**config.mk**
```make
export PLATFORM = sky130hd
export DESIGN_NAME = seq_pattern_tx
export DESIGN_NICKNAME = d
export VERILOG_FILES = /design/src/rtl/seq_pattern_tx.sv
export SDC_FILE = /design/constraint.sdc
export NUM_CORES = 1
export LEC_CHECK = 0
export ABC_AREA = 0
export BUFFER_PORTS_ARGS = -buffer_cell sky130_fd_sc_hd__buf_2
export CAP_MARGIN = 30
export CORE_ASPECT_RATIO = 1.25
export CORE_MARGIN = 4
export CORE_UTILIZATION = 40
export DETAILED_ROUTE_END_ITERATION = 12
export HOLD_SLACK_MARGIN = 0.15
export PLACE_DENSITY = 0.56
export SLEW_MARGIN = 20
export SYNTH_ARGS = -nofsm -noshare
export SYNTH_HDL_FRONTEND = slang
export SYNTH_SLANG_ARGS = --single-unit
```
**constraint.sdc**
```tcl
create_clock -name clk -period 3.6 [get_ports clk]
set_clock_uncertainty 0.1 [all_clocks]
set_input_delay 0 -clock clk [delete_from_list [all_inputs] [get_ports clk]]
set_output_delay 0 -clock clk [all_outputs]
set_load 0.02 [all_outputs]
```
**src/rtl/seq_pattern_tx.sv**
```systemverilog
// Serial pattern transmitter: shifts a latched 1..PAT_W-bit pattern out MSB-first, repeated back-to-back.
// Define SEQ_TX_PARITY_EN to append an even-parity bit after every repetition.
module seq_pattern_tx #(
  parameter int PAT_W = 8,
  parameter int LEN_W = 4,
  parameter int CNT_W = 8
) (
  input  logic             clk,
  input  logic             reset,
  input  logic             start,
  input  logic [PAT_W-1:0] pattern,
  input  logic [LEN_W-1:0] pat_len,
  input  logic [CNT_W-1:0] repeat_cnt,
  output logic             dout,
  output logic             dout_valid,
  output logic             busy,
  output logic             done,
  output logic             err
);

`ifdef SEQ_TX_PARITY_EN
  typedef enum logic [1:0] {IDLE, SHIFT, PARITY, DONE} state_t;
`else
  typedef enum logic [1:0] {IDLE, SHIFT, DONE} state_t;
`endif

  localparam logic [LEN_W-1:0] MAX_LEN = LEN_W'(PAT_W);

  state_t           state_reg;
  logic [PAT_W-1:0] pat_reg;
  logic [LEN_W-1:0] len_reg;
  logic [LEN_W-1:0] idx_reg;
  logic [CNT_W-1:0] reps_reg;

  logic [PAT_W-1:0] pat_mask;
  logic [PAT_W-1:0] first_sh;
  logic [PAT_W-1:0] next_sh;
  logic [PAT_W-1:0] reload_sh;
  logic             len_ok;

  // Bits above pat_len are cleared on load so parity can XOR the whole register.
  for (genvar gi = 0; gi < PAT_W; gi++) begin : g_mask
    assign pat_mask[gi] = (pat_len > LEN_W'(gi));
  end

  assign len_ok    = (pat_len != '0) && (pat_len <= MAX_LEN);
  assign first_sh  = pattern >> (pat_len - LEN_W'(1));
  assign next_sh   = pat_reg >> (idx_reg - LEN_W'(1));
  assign reload_sh = pat_reg >> (len_reg - LEN_W'(1));

  always_ff @(posedge clk) begin
    if (reset) begin
      state_reg  <= IDLE;
      pat_reg    <= '0;
      len_reg    <= '0;
      idx_reg    <= '0;
      reps_reg   <= '0;
      dout       <= 1'b0;
      dout_valid <= 1'b0;
      busy       <= 1'b0;
      done       <= 1'b0;
      err        <= 1'b0;
    end else begin
      done <= 1'b0;
      err  <= 1'b0;
      case (state_reg)
        IDLE: begin
          if (start) begin
            if (len_ok) begin
              pat_reg    <= pattern & pat_mask;
              len_reg    <= pat_len;
              idx_reg    <= pat_len - LEN_W'(1);
              reps_reg   <= (repeat_cnt == '0) ? CNT_W'(1) : repeat_cnt;
              dout       <= first_sh[0];
              dout_valid <= 1'b1;
              busy       <= 1'b1;
              state_reg  <= SHIFT;
            end else begin
              err <= 1'b1;
            end
          end
        end
        SHIFT: begin
          if (idx_reg != '0) begin
            idx_reg <= idx_reg - LEN_W'(1);
            dout    <= next_sh[0];
`ifdef SEQ_TX_PARITY_EN
          end else begin
            dout      <= ^pat_reg;
            state_reg <= PARITY;
          end
        end
        PARITY: begin
          if (reps_reg != CNT_W'(1)) begin
            reps_reg  <= reps_reg - CNT_W'(1);
            idx_reg   <= len_reg - LEN_W'(1);
            dout      <= reload_sh[0];
            state_reg <= SHIFT;
`else
          end else if (reps_reg != CNT_W'(1)) begin
            // next repetition starts on the very next cycle
            reps_reg <= reps_reg - CNT_W'(1);
            idx_reg  <= len_reg - LEN_W'(1);
            dout     <= reload_sh[0];
`endif
          end else begin
            dout       <= 1'b0;
            dout_valid <= 1'b0;
            busy       <= 1'b0;
            done       <= 1'b1;
            state_reg  <= DONE;
          end
        end
        DONE: begin
          state_reg <= IDLE;
        end
        default: begin
          state_reg <= IDLE;
        end
      endcase
    end
  end

endmodule

```
## Yosys cells after proc, flatten, opt, wreduce, memory -nomap -nowiden

Cells that the tools add are included.

- Logic and storage cells: 79
- Register bits: 30
- Output and inout port bits: 5
- Input port bits: 23

- Bitwise gates (word level): 4
- Equal/unequal tests: 8
- Reduce and logical (&&, ||, !) cells: 14
- Order comparisons: 9
- Shift-type cells: 3
- Mux-type cells: 28
- Add/subtract/negate cells: 4

Operators by type and width:

| operator | number |
|---|---|
| 8-bit two-way mux | 5 |
| 8-bit by 4-bit >> shifter with 1-bit output | 3 |
| 4-bit by 3-bit > comparator with 1-bit output (second input constant) | 4 |
| 4-bit two-way mux | 4 |
| 8-bit one-hot mux with 2 select lines | 1 |
| 4-bit by 1-bit subtractor with 4-bit output (second input constant) | 3 |
| 1-bit two-way mux | 10 |
| 2-bit inequality test (second input constant) | 5 |
| 5-bit AND reduction | 2 |
| 8-bit AND | 1 |
| 4-bit by 1-bit > comparator with 1-bit output (second input constant) | 2 |
| 4-bit by 2-bit > comparator with 1-bit output (second input constant) | 2 |
| 8-bit zero test | 1 |
| 2-bit two-way mux | 4 |
| 8-bit by 1-bit inequality test with 1-bit output (second input constant) | 1 |
| 4-bit one-hot mux with 2 select lines | 1 |
| 4-bit AND reduction | 2 |
| 4-bit nonzero test | 2 |
| 8-bit by 1-bit subtractor with 8-bit output (second input constant) | 1 |
| 3-bit AND reduction | 2 |
| 3-bit OR reduction | 2 |
| 4-bit <= comparator (second input constant) | 1 |
| 1-bit one-hot mux with 2 select lines | 2 |
| 2-bit one-hot mux with 2 select lines | 1 |
| 6 further kinds | 8 |

## Depth between registers and ports, before layout

Gate-level depths: netlist of run 1.

- Word-level depth: 5
- Gate-level depth with buffers: 9
- Gate-level depth less buffers: 8

## Worst setup path before layout of run 1

No wires, ideal clock.

- Path kind: register to register
- Start: register idx_reg[0]
- End: register dout
- Required time: 3.367 ns
- Stages on the path, launching flop included: 8
- Path buffers: 0
- Library setup time: 0.133 ns
- Slack: 1.692 ns
- Clock period less this slack: 1.908 ns
- Data arrival time: 1.675 ns
- Path through: dfxtp_1 inv_2 ha_1 mux4_2 a21oi_1 nor3_1 nor2_1 a311oi_1

- Longest elaborated chain between the ends: 4
- Elaborated cells between the ends (all ways): 5
- Classes of those cells: add/sub (1); shift (1); mux (2); reduce/logical (1)

RTL lines:

| item | RTL line | RTL |
|---|---|---|
| start, declared | 32 | `logic [LEN_W-1:0] idx_reg;` |
| start signal, assigned | 72 | `idx_reg <= pat_len - LEN_W'(1);` |
| start signal, assigned | 85 | `idx_reg <= idx_reg - LEN_W'(1);` |
| start signal, assigned | 103 | `idx_reg <= len_reg - LEN_W'(1);` |
| 4-bit by 1-bit subtractor with 4-bit output | 48 | `assign next_sh = pat_reg >> (idx_reg - LEN_W'(1));` |
| 8-bit by 4-bit >> shifter with 1-bit output | 48 |  |
| 1-bit two-way mux * | 84 | `if (idx_reg != '0) begin` |
| 1-bit one-hot mux with 2 select lines * | 66 | `case (state_reg)` |
| end signal, assigned | 74 | `dout <= first_sh[0];` |
| end signal, assigned | 86 | `dout <= next_sh[0];` |
| end signal, assigned | 104 | `dout <= reload_sh[0];` |
| end, declared | 14 | `output logic dout,` |

Every way passes the cells marked *; elsewhere a longest branch is shown, timed or not.
A chain may end at the register's enable or synchronous reset.

## Final worst setup path of run 1

- Start: input port pat_len[0]
- End: register pat_reg[4]

- Longest elaborated chain between the ends: 3
- Elaborated cells between the ends (all ways): 6
- Classes of those cells: order compare (2); bitwise (1); reduce/logical (3)

RTL lines:

| item | RTL line | RTL |
|---|---|---|
| start, declared | 12 | `input logic [LEN_W-1:0] pat_len,` |
| 4-bit <= comparator / 4-bit nonzero test (equally long branches) | 46 | `assign len_ok = (pat_len != '0) && (pat_len <= MAX_LEN);` |
| 1-bit logical AND | 46 |  |
| 3-bit AND reduction (no source line) | - |  |
| end signal, assigned | 70 | `pat_reg <= pattern & pat_mask;` |
| end, declared | 30 | `logic [PAT_W-1:0] pat_reg;` |

Several ways; a longest one is shown, not always the timed one.

==> flow_summary.yaml, run 1 <==
timing:
  finalCritPeriodShare: 0.847
  layout_min_cycle_time_ps: 3050
  setup_viol: 0
  tns_ps: 0
  max_freq_mhz: 328
  drv_slew: 0
  max_slew_margin: 0.506
  finalHoldViolations: 0
  rsz0062_at_grt: "no"
  tightest_slew_ps: 739
  setup_ws_ps: 551
power_and_ir_drop:
  ir_worst_vdd_v: 0.000205
  powerDensity_mw_per_mm2: 388
  p_leak_nw: 1.05
worst_setup_path:
  required_ps: 3720
  path_class: "in -> reg"
  r2r_cells: 7
  critPathMaxFanout: 14
  start_kind: "primary input"
  arrival_ps: 3170
  r2r-start: "state_reg[0]"
  timing.rr.end: "reps_reg[3]"
  ff2ff_setup_slack_ps: 860
  crit_path_end_kind: "flip-flop"
logic_synthesis:
  synth_top_area_cell: "dfxtp_1"
  synth_edf_count: 0
  post-synth-top-count-cell: "nand2_1"
  synthArstFlopShare: 0
  ys.flop_type: "dfxtp_1"
  yosysUniqueCellTypes: 50
  ys_warn_count: 0
  syn_inst: 226
  synth_top_area_frac: 0.320
  synth_common_cells: "36 x nand2_1, 30 x dfxtp_1, 26 x a21oi_1, 14 x nor2_1, 10 x o21ai_0"
  syn-num-nets: 256
  seq_area_frac_synth: 0.320
  synth_seq_cells: 30
  synthTopCellsByArea: "dfxtp_1 32%, nand2_1 7.2%, a21oi_1 6.9%"
  syn_area_per_cell_sq_um: 8.29
  syn_area_sq_mm: 0.00187
clocking:
  htree_num_levels: 2
  numCtsBuffers: 5
  clock_sinks: 30
  ctsLongestPathBuffers: 2
  clkTransAtPathRegs_ps: 60
  worstSkewPairLatency_ps: 280
  cts_tree: "built"
  root_buffer: "clkbuf_8"
placement:
  placed_area_sq_mm: 0.00203
  pre_cts_ws_ps: 1420
  hpwl_mm: 3.39
  place_inst: 299
  port_buffers: 27
  gp_congestion: 0.793
hold_path:
  hold_depth: 2
  worstHoldStart: "dout"
  whs_endpoint: "dout"
  hold_class: "reg -> reg"
grt:
  grt_first_pass_wirelength_mm: 9.03
  track_usage: 0.189
  antenna_found_initial: 0
  grt_max_degree: 31
  grt_overflow: 0
  first_global_vias: 1977
finish:
  drive_gt1_frac: 0.187
  fin_cells: 352
  utilization: 0.580
  fill_cells: 442
  nets: 323
  fin_area_sq_mm: 0.00259
  area_growth_syn_to_layout_pct: 38.0
  antennaDiodeCount: 0
detailed_routing:
  dr.max_layer_used: "met4"
  wl_mm: 5.07
  wl_met3_um: 159
  wl_met2_mm: 2.68
  first_pass_iters: 7
  avgRoutedWirePerCell_um: 14.4
  antenna_left: 0
  num_vias: 1860
  remaining_drc_errors: 0
  routed_via_density: 5.28
  m1WireLength_mm: 2.06
  drtIter0Drc: 117
run_status:
  status: "finished clean"
floorplan:
  die_x_um: 69.2
  io_pins: 28
  rows: 27
  die_y_um: 84.5
  start_util: 0.420
  die_area_sq_mm: 0.00585
  core_sq_mm: 0.00446
run:
  cap_viol_max_count: 0
## report_power, final
group          total (mW)  switching [mW]  internal [mW]  leakage [nW]
Combinational       0.299           0.154          0.145         0.751
Sequential          0.383          0.0255          0.357         0.245
Clock               0.321           0.128          0.193        0.0575
Total                1.00           0.308          0.695          1.05
## per-layer routing
layer | vias up | track usage
met5 | - | 0
met4 | 0 | 0.0959
met3 | 16 | 0.0371
met2 | 32 | 0.345
met1 | 870 | 0.205
li1 | 942 | -
## worst max-delay path: stages
cell           delay [ps]
dlygate4sd3_1         530
buf_2                 220
inv_1                  90
ha_1                  240
nor2b_4               150
xnor2_4               210
and2_4                290
o211ai_1              110
dlygate4sd3_1         570
a21oi_1               160
dlygate4sd3_1         590
## cell type report
cell class | count | area [sq um] | share of cell area
Multi-Input combinational cell | 175 | 1180 | 0.458
Sequential cell | 30 | 601 | 0.232
Timing Repair Buffer | 72 | 586 | 0.226
Clock buffer | 8 | 110 | 0.0426
Tap cell | 58 | 72.6 | 0.0281
Inverter | 9 | 33.8 | 0.0131
## timing repair
action,CTS,global route
buffers inserted,0,0
resized for setup,0,0
endpoints found under the hold margin,28,0
hold buffers,45,0
## layout by cell type (no fill, tap or decap), types with 2 or more instances in the layout
master,count
clkbuf_8,8
nor2b_4,2
a211oi_1,3
nand3_1,6
ha_1,7
mux4_2,5
dfxtp_1,30
nor2_1,14
a21oi_1,26
a22oi_1,2
inv_1,8
mux2i_1,4
a21oi_2,2
xnor2_1,2
nand4_1,2
o31ai_1,3
buf_2,27
nor2b_1,3
o21a_1,2
nand2_1,36
and2_4,2
xor2_1,3
nor4_1,2
o21ai_0,10
o21ai_1,4
nor3_1,6
dlygate4sd3_1,45
nand2b_1,2
nor3b_1,4
o211ai_1,4
## worst max-delay path by stage
| stage | startpoint | endpoint | slack (ps) | depth (start not counted) |
|---|---|---|---|---|
| after floorplan | idx_reg[0] | dout | 1690 | 7 |
| final | pat_len[0] | pat_reg[4] | 550 | 11 |
| after global placement | idx_reg[0] | dout | 1450 | 7 |
| after detailed placement | idx_reg[0] | dout | 1420 | 7 |
| after global routing | pat_len[0] | pat_reg[4] | 370 | 11 |
| after CTS | pat_len[0] | pat_reg[7] | 630 | 11 |
## cells by family after synthesis
| group | count (synthesis) | synth area share |
|---|---|---|
| muxes | 10 | 0.0875 |
| DFF | 30 | 0.320 |
| xor gates and xnor gates | 6 | 0.0381 |
| adders and majority gates | 7 | 0.0467 |
| AOI/OAI and AO/OA | 65 | 0.214 |
| buffers and inverters | 21 | 0.0481 |
| and+or+nand+nor | 87 | 0.245 |
## stage by stage
| stage | total power, mW | hold WS, ps |
|---|---|---|
| global placement | 0.648 | 159 |
| floorplan | 0.583 | 36.0 |
| CTS | 1.01 | 406 |
| detailed placement | 0.647 | 160 |
| global route | 1.06 | 430 |
| finish | 1.00 | 397 |
(Power assumes the default switching activity.)
==> run 2, diff against run 1 <==
clock period = 3.2 ns   (was 3.6 ns; I/O delays follow)
==> run 2 against run 1 <==
  * Wire length shrank 0.49%
  * Worst hold slack worse by 15 ps
  * Clock-buffer cell count unchanged
  * Sequential cell count unchanged
  * Critical path depth is the same
  * Non-clock buffer count decreased by 1
  * Worst setup slack got worse by 370 ps
  * Clock power rose by 13%
  * Sequential share of layout area up 0.11 points
  * Combinational power is 12% higher
  * Global-route usage shrank 0.88 points
  * Largest cell class unchanged
==> flow_summary.yaml, run 2 (synthesis gave the netlist of run 1 again) <==
run_status:
  status: "finished clean"
worst_setup_path:
  ff2ff_setup_slack_ps: 520
  r2r-start: "state_reg[1]"
  required_ps: 3330
  path_class: "in -> reg"
  r2r_cells: 6
  start_kind: "primary input"
  arrival_ps: 3150
  crit_path_end_kind: "flip-flop"
  critPathMaxFanout: 14
  timing.rr.end: "pat_reg[4]"
timing:
  max_freq_mhz: 331
  max_slew_margin: 0.526
  layout_min_cycle_time_ps: 3020
  finalHoldViolations: 0
  rsz0062_at_grt: "no"
  tns_ps: 0
  finalCritPeriodShare: 0.944
  tightest_slew_ps: 711
  whs_ps: 383
  drv_slew: 0
  setup_viol: 0
clocking:
  htree_num_levels: 2
  cts-hold-fix-buffers: 43
  clkTransAtPathRegs_ps: 60
  worstSkewPairLatency_ps: 280
  post_cts.repair.setup_buffers: 0
  root_buffer: "clkbuf_8"
  ctsLongestPathBuffers: 2
  cts-resized-gates: 0
  numCtsBuffers: 5
  clock_sinks: 30
  cts_tree: "built"
finish:
  fin_area_sq_mm: 0.00257
  antennaDiodeCount: 0
  drive_gt1_frac: 0.191
  fin_cells: 351
  area_growth_syn_to_layout_pct: 37.3
  nets: 322
  final_common_cell: "dlygate4sd3_1"
  layout_common_cells: "43 x dlygate4sd3_1, 36 x nand2_1, 30 x dfxtp_1, 27 x buf_2, 26 x a21oi_1"
floorplan:
  die_y_um: 84.5
  die_x_um: 69.2
  rows: 27
  core_sq_mm: 0.00446
  start_util: 0.420
  die_area_sq_mm: 0.00585
  io_pins: 28
grt:
  grt_overflow: 0
  grt_first_pass_wirelength_mm: 8.65
  first_global_vias: 1875
  antenna_found_initial: 0
  track_usage: 0.180
  grt_max_degree: 31
power_and_ir_drop:
  powerDensity_mw_per_mm2: 438
  p_leak_nw: 1.05
  ir_worst_vdd_v: 0.000267
detailed_routing:
  antenna_left: 0
  drtIter0Drc: 73
  first_pass_iters: 4
  avgRoutedWirePerCell_um: 14.4
  routed_via_density: 5.23
  remaining_drc_errors: 0
  wl_mm: 5.04
  num_vias: 1835
run:
  cap_viol_max_count: 0
hold_path:
  hold_depth: 2
  whs_endpoint: "pat_reg[2]"
  worstHoldStart: "pat_reg[2]"
  hold_class: "reg -> reg"
placement:
  gp_congestion: 0.788
  port_buffers: 27
  place_inst: 300
  hpwl_mm: 3.44
  placed_area_sq_mm: 0.00203
==> run 2: final cells by class <==
cell class	count	area [sq um]
sequential	30	601
tap	58	72.6
timing repair buffer	71	573
multi-input combinational	175	1180
inverter	9	33.8
clock buffer	8	110
fill	439	1890
==> run 2: worst max path at each step <==
stage | end | slack, ps | start
floorplan | dout | 1290 | idx_reg[0]
global placement | dout | 1060 | idx_reg[0]
detailed placement | dout | 1060 | idx_reg[0]
CTS | pat_reg[4] | 210 | pat_len[0]
global route | pat_reg[4] | 10 | pat_len[0]
finish | pat_reg[4] | 180 | pat_len[0]
==> run 2: critical path: stages <==
cell	delay [ps]
dlygate4sd3_1	520
buf_2	210
inv_1	90
ha_1	250
nor2b_4	160
xnor2_4	230
and2_4	300
o211ai_1	110
dlygate4sd3_1	580
a21oi_1	140
dlygate4sd3_1	550
==> run 2: where the power goes <==
group	leakage, nW	internal (mW)	total, mW	switching, mW
sequential	0.245	0.402	0.431	0.0295
combinational	0.743	0.163	0.334	0.172
clock	0.0575	0.217	0.362	0.144
==> run 2: metal layers <==
layer / part of all wire / routed length, um / vias up / track usage
li1: - / - / 940 / -
met1: 0.43 / 2140 / 857 / 0.215
met2: 0.53 / 2670 / 30 / 0.325
met3: 0.028 / 143 / 8 / 0.0323
met4: 0.017 / 85 / 0 / 0.0586
met5: 0 / 0 / - / 0
==> run 2: through the flow <==
stage | power [mW] | setup WS, ps | utilization
6_report | 1.13 | 179 | 0.577
5_1_grt | 1.19 | 11.3 | 0.577
4_1_cts | 1.13 | 215 | 0.577
3_5_place_dp | 0.729 | 1060 | 0.456
3_3_place_gp | 0.730 | 1060 | 0.456
2_1_floorplan | 0.656 | 1290 | -
